**config.mk**
```make
export PLATFORM = sky130hd
export DESIGN_NAME = flash_cmd_sequencer_flat
export DESIGN_NICKNAME = d
export VERILOG_FILES = /design/src/rtl/flash_cmd_sequencer_if.sv /design/src/rtl/flash_cmd_sequencer.sv /design/src/flat_wrapper.sv
export SDC_FILE = /design/constraint.sdc
export NUM_CORES = 1
export LEC_CHECK = 0
export BUFFER_PORTS_ARGS = -buffer_cell sky130_fd_sc_hd__buf_2
export CAP_MARGIN = 0
export CORE_MARGIN = 4
export CORE_UTILIZATION = 50
export CTS_CLUSTER_DIAMETER = 80
export DETAILED_ROUTE_END_ITERATION = 6
export GPL_TIMING_DRIVEN = 0
export MAX_ROUTING_LAYER = met4
export PLACE_DENSITY_LB_ADDON = 0.1
export REMOVE_ABC_BUFFERS = 1
export SYNTH_ARGS = -nofsm -noshare
export SYNTH_HDL_FRONTEND = slang
export SYNTH_SLANG_ARGS = --single-unit
```
**constraint.sdc**
```tcl
create_clock -name m2 -period 6.1 [get_ports m2]
set_input_delay 0.305 -clock m2 [delete_from_list [all_inputs] [get_ports m2]]
set_output_delay 0.305 -clock m2 [all_outputs]
set_load 0.05 [all_outputs]
```
**src/rtl/flash_cmd_sequencer_if.sv**
```systemverilog
// Command and flash-pin bundle for flash_cmd_sequencer.
// The master side is the mapper/board; the slave side is the sequencer.
interface flash_cmd_sequencer_if;
    logic        cmd_valid;
    logic [1:0]  cmd_op;
    logic [26:0] cmd_addr;
    logic [7:0]  cmd_data;
    logic        busy;
    logic        done;
    logic        error;
    logic [26:0] fl_addr;
    logic [7:0]  fl_dout;
    logic [7:0]  fl_din;
    logic        fl_drive;
    logic        fl_ce_n;
    logic        fl_oe_n;
    logic        fl_we_n;

    modport master (
        output cmd_valid, cmd_op, cmd_addr, cmd_data, fl_din,
        input  busy, done, error, fl_addr, fl_dout, fl_drive,
               fl_ce_n, fl_oe_n, fl_we_n
    );

    modport slave (
        input  cmd_valid, cmd_op, cmd_addr, cmd_data, fl_din,
        output busy, done, error, fl_addr, fl_dout, fl_drive,
               fl_ce_n, fl_oe_n, fl_we_n
    );
endinterface

```
**src/rtl/flash_cmd_sequencer.sv**
```systemverilog
// JEDEC command sequencer for the PRG flash: unlock/program/erase write cycles
// followed by DQ6-toggle / DQ5-fault completion polling.
module flash_cmd_sequencer #(
    parameter logic [26:0] UNLOCK_ADDR1 = 27'h0000AAA,
    parameter logic [26:0] UNLOCK_ADDR2 = 27'h0000555,
    parameter int unsigned TIMEOUT_BITS = 22
) (
    input  logic                  m2,
    input  logic                  reset,
    flash_cmd_sequencer_if.slave  bus
);

    localparam logic [3:0] S_IDLE    = 4'd0;
    localparam logic [3:0] S_W_SETUP = 4'd1;
    localparam logic [3:0] S_W_PULSE = 4'd2;
    localparam logic [3:0] S_W_HOLD  = 4'd3;
    localparam logic [3:0] S_P_RD1   = 4'd4;
    localparam logic [3:0] S_P_RD2   = 4'd5;
    localparam logic [3:0] S_CHECK   = 4'd6;
    localparam logic [3:0] S_DONE    = 4'd7;
    localparam logic [3:0] S_FAIL    = 4'd8;

    localparam logic [1:0] OP_PROGRAM = 2'd0;
    localparam logic [1:0] OP_SECTOR  = 2'd1;
    localparam logic [1:0] OP_CHIP    = 2'd2;
    localparam logic [1:0] OP_RESET   = 2'd3;

    localparam logic [TIMEOUT_BITS-1:0] TO_ONE = 1;

    typedef struct packed {
        logic [26:0] addr;
        logic [7:0]  data;
    } wr_t;

    // One entry of the bus-write list for a given operation and index.
    function automatic wr_t wr_entry(input logic [1:0]  op,
                                     input logic [2:0]  idx,
                                     input logic [26:0] addr,
                                     input logic [7:0]  data);
        wr_t e;
        e.addr = UNLOCK_ADDR1;
        e.data = 8'hAA;
        if (op == OP_RESET) begin
            e.addr = addr;
            e.data = 8'hF0;
        end else begin
            case (idx)
                3'd0: begin e.addr = UNLOCK_ADDR1; e.data = 8'hAA; end
                3'd1: begin e.addr = UNLOCK_ADDR2; e.data = 8'h55; end
                3'd2: begin
                    e.addr = UNLOCK_ADDR1;
                    e.data = (op == OP_PROGRAM) ? 8'hA0 : 8'h80;
                end
                3'd3: begin
                    e.addr = (op == OP_PROGRAM) ? addr : UNLOCK_ADDR1;
                    e.data = (op == OP_PROGRAM) ? data : 8'hAA;
                end
                3'd4: begin e.addr = UNLOCK_ADDR2; e.data = 8'h55; end
                default: begin
                    e.addr = (op == OP_SECTOR) ? addr : UNLOCK_ADDR1;
                    e.data = (op == OP_SECTOR) ? 8'h30 : 8'h10;
                end
            endcase
        end
        return e;
    endfunction

    function automatic logic [2:0] last_idx(input logic [1:0] op);
        case (op)
            OP_RESET:   return 3'd0;
            OP_PROGRAM: return 3'd3;
            default:    return 3'd5;
        endcase
    endfunction

    logic [3:0]              state_q,   state_d;
    logic [2:0]              widx_q,    widx_d;
    logic [1:0]              op_q,      op_d;
    logic [26:0]             caddr_q,   caddr_d;
    logic [7:0]              cdata_q,   cdata_d;
    logic                    a_dq6_q,   a_dq6_d;
    logic [7:0]              rd_b_q,    rd_b_d;
    logic [TIMEOUT_BITS-1:0] to_q,      to_d;
    logic                    done_q,    done_d;
    logic                    error_q,   error_d;
    logic                    busy_q,    busy_d;
    logic [26:0]             fl_addr_q, fl_addr_d;
    logic [7:0]              fl_dout_q, fl_dout_d;
    logic                    drive_q,   drive_d;
    logic                    ce_n_q,    ce_n_d;
    logic                    oe_n_q,    oe_n_d;
    logic                    we_n_q,    we_n_d;

    wr_t        nxt_wr;
    logic [7:0] exp_byte;
    logic       to_expired;

    assign exp_byte   = (op_q == OP_PROGRAM) ? cdata_q : 8'hFF;
    assign to_expired = &to_q;

    always_comb begin
        // NOTE: every combinational output gets a default first so no path leaves it unassigned (no latch).
        state_d   = state_q;
        widx_d    = widx_q;
        op_d      = op_q;
        caddr_d   = caddr_q;
        cdata_d   = cdata_q;
        a_dq6_d   = a_dq6_q;
        rd_b_d    = rd_b_q;
        to_d      = to_q;
        done_d    = done_q;
        error_d   = error_q;
        fl_addr_d = fl_addr_q;
        fl_dout_d = fl_dout_q;
        nxt_wr    = wr_entry(op_q, widx_q + 3'd1, caddr_q, cdata_q);

        case (state_q)
            S_IDLE: begin
                if (bus.cmd_valid) begin
                    nxt_wr    = wr_entry(bus.cmd_op, 3'd0, bus.cmd_addr, bus.cmd_data);
                    op_d      = bus.cmd_op;
                    caddr_d   = bus.cmd_addr;
                    cdata_d   = bus.cmd_data;
                    done_d    = 1'b0;
                    error_d   = 1'b0;
                    widx_d    = 3'd0;
                    fl_addr_d = nxt_wr.addr;
                    fl_dout_d = nxt_wr.data;
                    state_d   = S_W_SETUP;
                end
            end
            S_W_SETUP: state_d = S_W_PULSE;
            S_W_PULSE: state_d = S_W_HOLD;
            S_W_HOLD: begin
                if (widx_q == last_idx(op_q)) begin
                    if (op_q == OP_RESET) begin
                        state_d = S_DONE;
                    end else begin
                        to_d      = '0;
                        fl_addr_d = caddr_q;
                        state_d   = S_P_RD1;
                    end
                end else begin
                    widx_d    = widx_q + 3'd1;
                    fl_addr_d = nxt_wr.addr;
                    fl_dout_d = nxt_wr.data;
                    state_d   = S_W_SETUP;
                end
            end
            S_P_RD1: begin
                a_dq6_d = bus.fl_din[6];
                to_d    = to_q + TO_ONE;
                state_d = to_expired ? S_FAIL : S_P_RD2;
            end
            S_P_RD2: begin
                rd_b_d  = bus.fl_din;
                to_d    = to_q + TO_ONE;
                state_d = to_expired ? S_FAIL : S_CHECK;
            end
            S_CHECK: begin
                to_d = to_q + TO_ONE;
                // Timeout outranks whatever the toggle bits say.
                if (to_expired)                 state_d = S_FAIL;
                else if (a_dq6_q == rd_b_q[6])  state_d = (rd_b_q == exp_byte) ? S_DONE : S_FAIL;
                else if (rd_b_q[5])             state_d = S_FAIL;
                else                            state_d = S_P_RD1;
            end
            S_DONE: begin
                done_d  = 1'b1;
                state_d = S_IDLE;
            end
            S_FAIL: begin
                error_d = 1'b1;
                state_d = S_IDLE;
            end
            default: state_d = S_IDLE;
        endcase

        // Pins are registered from the next state so they match state_q without glitches.
        ce_n_d  = 1'b1;
        oe_n_d  = 1'b1;
        we_n_d  = 1'b1;
        drive_d = 1'b0;
        case (state_d)
            S_W_SETUP: begin ce_n_d = 1'b0; drive_d = 1'b1; end
            S_W_PULSE: begin ce_n_d = 1'b0; we_n_d = 1'b0; drive_d = 1'b1; end
            S_W_HOLD:  drive_d = 1'b1;
            S_P_RD1, S_P_RD2: begin ce_n_d = 1'b0; oe_n_d = 1'b0; end
            default: ;
        endcase
        busy_d = (state_d != S_IDLE);
    end

    // NOTE: sequential state uses non-blocking assignments so all flops update together at the edge.
    always_ff @(posedge m2 or posedge reset) begin
        if (reset) begin
            state_q   <= S_IDLE;
            widx_q    <= '0;
            op_q      <= '0;
            caddr_q   <= '0;
            cdata_q   <= '0;
            a_dq6_q   <= 1'b0;
            rd_b_q    <= '0;
            to_q      <= '0;
            done_q    <= 1'b0;
            error_q   <= 1'b0;
            busy_q    <= 1'b0;
            fl_addr_q <= '0;
            fl_dout_q <= '0;
            drive_q   <= 1'b0;
            ce_n_q    <= 1'b1;
            oe_n_q    <= 1'b1;
            we_n_q    <= 1'b1;
        end else begin
            state_q   <= state_d;
            widx_q    <= widx_d;
            op_q      <= op_d;
            caddr_q   <= caddr_d;
            cdata_q   <= cdata_d;
            a_dq6_q   <= a_dq6_d;
            rd_b_q    <= rd_b_d;
            to_q      <= to_d;
            done_q    <= done_d;
            error_q   <= error_d;
            busy_q    <= busy_d;
            fl_addr_q <= fl_addr_d;
            fl_dout_q <= fl_dout_d;
            drive_q   <= drive_d;
            ce_n_q    <= ce_n_d;
            oe_n_q    <= oe_n_d;
            we_n_q    <= we_n_d;
        end
    end

    assign bus.busy     = busy_q;
    assign bus.done     = done_q;
    assign bus.error    = error_q;
    assign bus.fl_addr  = fl_addr_q;
    assign bus.fl_dout  = fl_dout_q;
    assign bus.fl_drive = drive_q;
    assign bus.fl_ce_n  = ce_n_q;
    assign bus.fl_oe_n  = oe_n_q;
    assign bus.fl_we_n  = we_n_q;

endmodule

```
**src/flat_wrapper.sv**
```systemverilog
// flat-port wrapper written by rule: the top's interface ports become plain ports
module flash_cmd_sequencer_flat 
#(
    parameter logic [26:0] UNLOCK_ADDR1 = 27'h0000AAA,
    parameter logic [26:0] UNLOCK_ADDR2 = 27'h0000555,
    parameter int unsigned TIMEOUT_BITS = 22
)
  (m2, reset, bus_cmd_valid, bus_cmd_op, bus_cmd_addr, bus_cmd_data, bus_fl_din, bus_busy, bus_done, bus_error, bus_fl_addr, bus_fl_dout, bus_fl_drive, bus_fl_ce_n, bus_fl_oe_n, bus_fl_we_n);
  flash_cmd_sequencer_if bus_i ();
  input  logic m2;
  input  logic reset;
  input wire logic [$bits(bus_i.cmd_valid)-1:0] bus_cmd_valid;
  input wire logic [$bits(bus_i.cmd_op)-1:0] bus_cmd_op;
  input wire logic [$bits(bus_i.cmd_addr)-1:0] bus_cmd_addr;
  input wire logic [$bits(bus_i.cmd_data)-1:0] bus_cmd_data;
  input wire logic [$bits(bus_i.fl_din)-1:0] bus_fl_din;
  output wire logic [$bits(bus_i.busy)-1:0] bus_busy;
  output wire logic [$bits(bus_i.done)-1:0] bus_done;
  output wire logic [$bits(bus_i.error)-1:0] bus_error;
  output wire logic [$bits(bus_i.fl_addr)-1:0] bus_fl_addr;
  output wire logic [$bits(bus_i.fl_dout)-1:0] bus_fl_dout;
  output wire logic [$bits(bus_i.fl_drive)-1:0] bus_fl_drive;
  output wire logic [$bits(bus_i.fl_ce_n)-1:0] bus_fl_ce_n;
  output wire logic [$bits(bus_i.fl_oe_n)-1:0] bus_fl_oe_n;
  output wire logic [$bits(bus_i.fl_we_n)-1:0] bus_fl_we_n;
  assign bus_i.cmd_valid = bus_cmd_valid;
  assign bus_i.cmd_op = bus_cmd_op;
  assign bus_i.cmd_addr = bus_cmd_addr;
  assign bus_i.cmd_data = bus_cmd_data;
  assign bus_i.fl_din = bus_fl_din;
  assign bus_busy = bus_i.busy;
  assign bus_done = bus_i.done;
  assign bus_error = bus_i.error;
  assign bus_fl_addr = bus_i.fl_addr;
  assign bus_fl_dout = bus_i.fl_dout;
  assign bus_fl_drive = bus_i.fl_drive;
  assign bus_fl_ce_n = bus_i.fl_ce_n;
  assign bus_fl_oe_n = bus_i.fl_oe_n;
  assign bus_fl_we_n = bus_i.fl_we_n;
  flash_cmd_sequencer #(.UNLOCK_ADDR1(UNLOCK_ADDR1), .UNLOCK_ADDR2(UNLOCK_ADDR2), .TIMEOUT_BITS(TIMEOUT_BITS)) u_core (.m2(m2), .reset(reset), .bus(bus_i));
endmodule
```
# Word level (Yosys, flattened, before mapping)
# Index checks and enable logic that the tools add are counted.
[word_totals]
mem_count = 0
latch_bits = 0
rom_bits = 0
input_bits = 48
reg_bits = 117
output_inout_bits = 42
mem_bits_rw = 0
elab_cells = 108
[classes]
mul = 0
addsub = 2
order_cmp = 0
n_reduce_logical = 20
eq_ne = 28
div = 0
bitwise = 0
mux = 41
shifts = 0
[op_table]
columns = ["operator", "n"]
rows = [
  ["$pmux 35 s4", 1],
  ["$mux 27", 5],
  ["$mux 35", 2],
  ["$pmux 27 s2", 1],
  ["$mux 22", 2],
  ["$pmux 22 s2", 1],
  ["$mux 8", 4],
  ["$mux 4", 7],
  ["$pmux 4 s7", 1],
  ["$eq 4x3->1 const B", 6],
  ["$add 22x1->22 const B", 1],
  ["$reduce_and 22->1", 1],
  ["$eq 4x2->1 const B", 4],
  ["$pmux 8 s2", 1],
  ["$mux 3", 4],
  ["$mux 6", 2],
  ["$pmux 3 s2", 2],
  ["$reduce_and 3->1", 3],
  ["$eq 4x1->1 const B", 2],
  ["$eq 8x8->1", 1],
  ["$reduce_bool 2->1", 4],
  ["$eq 3x2->1 const B", 2],
  ["$ne 2x2->1 const B", 3],
  ["$reduce_and 2->1", 3],
  ["20 further kinds", 28],
]

# Logic depth before layout (Yosys ltp)
[logic_depth]
depth_word = 10
depth_mapped = 10
depth_no_buf = 8

# Worst setup path before layout
# No wires, ideal clock.
[synth_path]
kind = "flip-flop to flip-flop"
from = "register u_core.widx_q[0]"
to = "register u_core.fl_addr_q[10] (netlist: u_core.bus.fl_addr[10])"
path_stages_with_launch = 10
setup_ns = 0.082
slack_ns = 3.651
required_time_ns = 6.018
period_less_slack_ns = 2.449
n_path_buf = 1
t_arrival_ns = 2.367
path_cell_list = "dfrtp_1 -> ha_1 -> ha_1 -> or4_4 -> a21oi_4 -> a21oi_2 -> a21oi_2 -> buf_4 -> nand2_1 -> a31oi_1"
[synth_between]
elab_chain_cells = 7
elab_cells_between_ends = 14
cone_classes = "add/sub (1); eq/ne (6); mux (4); reduce/logical (3)"
[synth_rtl]
columns = ["element", "line", "rtl"]
rows = [
  ["from (decl)", "flash_cmd_sequencer.sv:77", "logic [2:0] widx_q, widx_d;"],
  ["from (signal assigned)", "flash_cmd_sequencer.sv:216", "widx_q <= widx_d;"],
  ["$add 3x1->3", "flash_cmd_sequencer.sv:115", "nxt_wr = wr_entry(op_q, widx_q + 3'd1, caddr_q, cdata_q);"],
  ["$eq 3x1->1 / $eq 3x3->1 (equally long branches)", "flash_cmd_sequencer.sv:47", "case (idx)"],
  ["$reduce_or 2->1 (no line)", "n/a", ""],
  ["$pmux 35 s4", "flash_cmd_sequencer.sv:47", ""],
  ["$mux 35", "flash_cmd_sequencer.sv:43", "if (op == OP_RESET) begin"],
  ["$mux 27", "flash_cmd_sequencer.sv:135", "if (widx_q == last_idx(op_q)) begin"],
  ["$pmux 27 s2", "flash_cmd_sequencer.sv:117", "case (state_q)"],
  ["to (signal assigned)", "flash_cmd_sequencer.sv:226", "fl_addr_q <= fl_addr_d;"],
  ["to (decl)", "flash_cmd_sequencer.sv:87", "logic [26:0] fl_addr_q, fl_addr_d;"],
]
# Several ways; a longest one is shown, not always the timed one.
# A chain may end at the register's enable or synchronous reset.

# Worst setup path after layout
[layout_path]
from = "register u_core.widx_q[0]"
to = "register u_core.fl_addr_q[4] (netlist: u_core.bus.fl_addr[4])"
# The elaborated chain is that of the path after synthesis.

==> impl_results.md <==
* Outcome: complete, no violations
* Final setup viols at 0
* Clock Path Buffers at 2
* Worst Setup Start Kind: flip-flop
* Crit. End Element: flip-flop
* Worst EP arrival at approximately 3.7 ns
* Number of diodes at 0
* ANT nets after route at 0
* Final Power at 4.62 mW
* Worst hold path type: in2reg
* R2R Setup Slk at 2.75 ns
* Hold Vio Cnt, Final at 0
* Final Net Count at 764
* Synth async-reset ratio at 100%
* Post-Synthesis Cell Area at 5820 µm²
* Post-synth cell types at 64
* CP Data Required Time at about 6.4 ns
* WHS at 0.0828 ns
* Min Tclk post-route at around 3.3 ns
* Worst R2R Path Depth at 7
* Worst Setup Path Type: reg2reg
* Maximum capacitance violations at 0
* Initial DRC Count at 359
* Die extent in y at 116 µm
* Hold endpoint: u_core.cdata_q[3]
* Final GP Congestion at 0.836
* Number of port buffers at 89
* Metal2 WL at 6150 µm
* Worst-margin pin slew at 1.09 ns
* Row Count at 39
* Gr usage total at 22.2%
* Vias at about 5k
* Vias in the first global route at 4817
* Clock sink total at 117
* Remaining global-route overflow at 0
* Initial antenna violation count at 0
* Htree depth at 4
* DR pass1 iterations at 5
* Share of cells above drive strength 1 at between 20 and 25%
* Largest fanout on the critical path at 20
* Final period util at ~55%
* Clk Tree Root Cell: clkbuf_16
* Cells after DPL at ~830
* Post-CTS sizing at 0
* Post-synthesis instance total at 629
* DR vias/cell at roughly 5.7
* Yosys warning count at 0
* Met3 Wirelength at 828 µm
* Die X at 116 µm
* PwrDens at 653 nW/µm²
* Relative slew slack at 27.2%
* Ranking of synthesized cells by area: dfrtp_1 49%, nand2_1 9.9%, nor2_1 4.3%, xnor2_1 2.7%, o21ai_0 2.4%
* Setup_tns at 0 ns
* Total clock buffers created by CTS at 17
* First-pass GRT wire length at between 20000 and 25000 µm
* Sequential-to-total area share from yosys stat at between 50% and 60%
* RSZ-0062 raised after global routing: false
* FMAX at between 0.2 and 0.3 GHz
* Clk_skew at 0.0124 ns
* Lkg Pwr at ~3.3 nW
* Clk_lat worst skew at 0.42 ns
* Post-synth top cells: 153 x nand2_1, 114 x dfrtp_1, 66 x nor2_1, 28 x o21ai_0, 22 x clkbuf_1
* Final cell count without fillers at 862
* Top Ports at 90
* Uppermost layer routed: met4
* Post-synth EDFFs at 0
* Startpoint of the worst hold path: bus_cmd_data[3]
* RR Startpoint: u_core.widx_q[0]
* Die area at 13400 µm²
* Post-synth top area share at 49.0%
* Top FF cell, synth: dfrtp_1
* Routed wire length at 13700 µm
* Pin count of the biggest net entering global routing at 63
* Core Util, Final at between 60% and 70%
* DRT met1 WL at 6540 µm
* Fin. max-slew vios at 0
* DR DRC count at 0
* Worst R2R End: u_core.bus.fl_addr[4]
* Wire per inst at 15.9 µm
* Post-synth top area cell: dfrtp_1
* Worst IR Drop VDD at 0.420 mV
* Layout overhead on the synthesized area at 21.4%
* Starting Density at ~50%
* Clock Pin Slew Worst Setup and Hold Paths at around 0.060 ns
* WHS Path Cells at 3
* DP Wirelength at 8890 µm
* CTS tree: done
* Core area at 11400 µm²
* Synth Register Bits at 117
* Mean Syn Cell Area at 9.25 µm²
* Cell with the most instances after synthesis: nand2_1
-- layer usage --
metal	up-vias	track usage, %
met5	-	-
li1	2348	-
met4	0	7.12
met1	2397	29.6
met2	136	33.1
met3	19	6.21
-- state kept, by name (all words and copies together), names as in the netlist, 2 cells and up --
name,count
u_core.bus.fl_addr,27
u_core.caddr_q,27
u_core.to_q,22
u_core.bus.fl_dout,8
u_core.cdata_q,8
u_core.rd_b_q,8
u_core.state_q,4
u_core.widx_q,3
u_core.op_q,2
-- repair_timing --
| action | 4_1_cts | 5_1_grt |
|---|---|---|
| endpoints found under the hold margin | 52 | 0 |
| setup buffers | 0 | 0 |
| hold buffers | 1 | 0 |
-- cell families after synthesis --
family          Yosys count  synth area share, %
compound gates          124                 14.8
xor+xnor                 21                 3.16
fa+ha+maj                10                 2.15
buf+inv                  48                 3.57
flops                   117                 50.4
mux                      14                 2.67
simple gates            295                 23.3
-- where the power goes --
group          switching, mW  internal [mW]
Combinational           1.41          0.668
Sequential             0.232           1.09
Clock                  0.355          0.858
-- critical path, cell delays in order, from the launching register on --
cell      delay (ns)
dfrtp_1         0.46
ha_1            0.26
ha_1            0.36
nor2b_1         0.82
nand3b_1        0.19
a21oi_2         0.80
nand2_1         0.13
a31oi_1         0.24
-- stage by stage --
step                setup WS, ns  instance area [µm²]
floorplan                   2.70                 5670
global placement            1.39                 6290
detailed placement          2.74                 6340
CTS                         2.68                 7070
global route                2.50                 7070
finish                      2.75                 7070
-- layout make-up --
class                      count  area, µm²
clock buffer                  19        443
clock inverter                13        277
fill                         992       4350
inverter                      15       61.3
multi-input combinational    464       2690
sequential                   117       2930
tap                          143        179
timing repair buffer          91        483
-- how the worst max path moves through the flow --
stage                     start                     end  slack (ns)  cells after the start
5_1_grt        u_core.widx_q[0]  u_core.bus.fl_addr[17]        2.50                      7
6_report       u_core.widx_q[0]   u_core.bus.fl_addr[4]        2.75                      7
3_3_place_gp              reset   u_core.bus.fl_dout[4]        1.39                      2
2_1_floorplan             reset          u_core.a_dq6_q        2.70                      1
4_1_cts        u_core.widx_q[0]   u_core.bus.fl_addr[4]        2.68                      7
3_5_place_dp   u_core.widx_q[0]  u_core.bus.fl_addr[25]        2.74                      7
-- cells in the final DEF (no fill, tap or decap), drive strengths merged, types with 3 or more instances in the layout --
| cell type | synthesis | final |
|---|---|---|
| nand3 | 14 | 14 |
| mux2 | 12 | 12 |
| dfrtp | 114 | 114 |
| xor2 | 3 | 3 |
| nor4 | 7 | 7 |
| ha | 10 | 10 |
| xnor2 | 18 | 18 |
| o22ai | 9 | 9 |
| o31ai | 4 | 4 |
| clkbuf | 23 | 19 |
| nand2b | 7 | 7 |
| nand4 | 6 | 6 |
| a31oi | 19 | 19 |
| dfstp | 3 | 3 |
| a21oi | 22 | 22 |
| inv | 15 | 15 |
| nor3b | 6 | 6 |
| bufinv | 0 | 8 |
| buf | 10 | 90 |
| a221oi | 15 | 15 |
| o32a | 6 | 6 |
| nand2 | 153 | 153 |
| clkinvlp | 0 | 3 |
| o21ai | 29 | 29 |
| nor3 | 8 | 8 |
| and3 | 8 | 8 |
| nor2 | 67 | 67 |
| or4 | 3 | 3 |
| nor2b | 4 | 4 |
| o211ai | 3 | 3 |
| o21a | 3 | 3 |
Power figures use the tool's default switching activity.
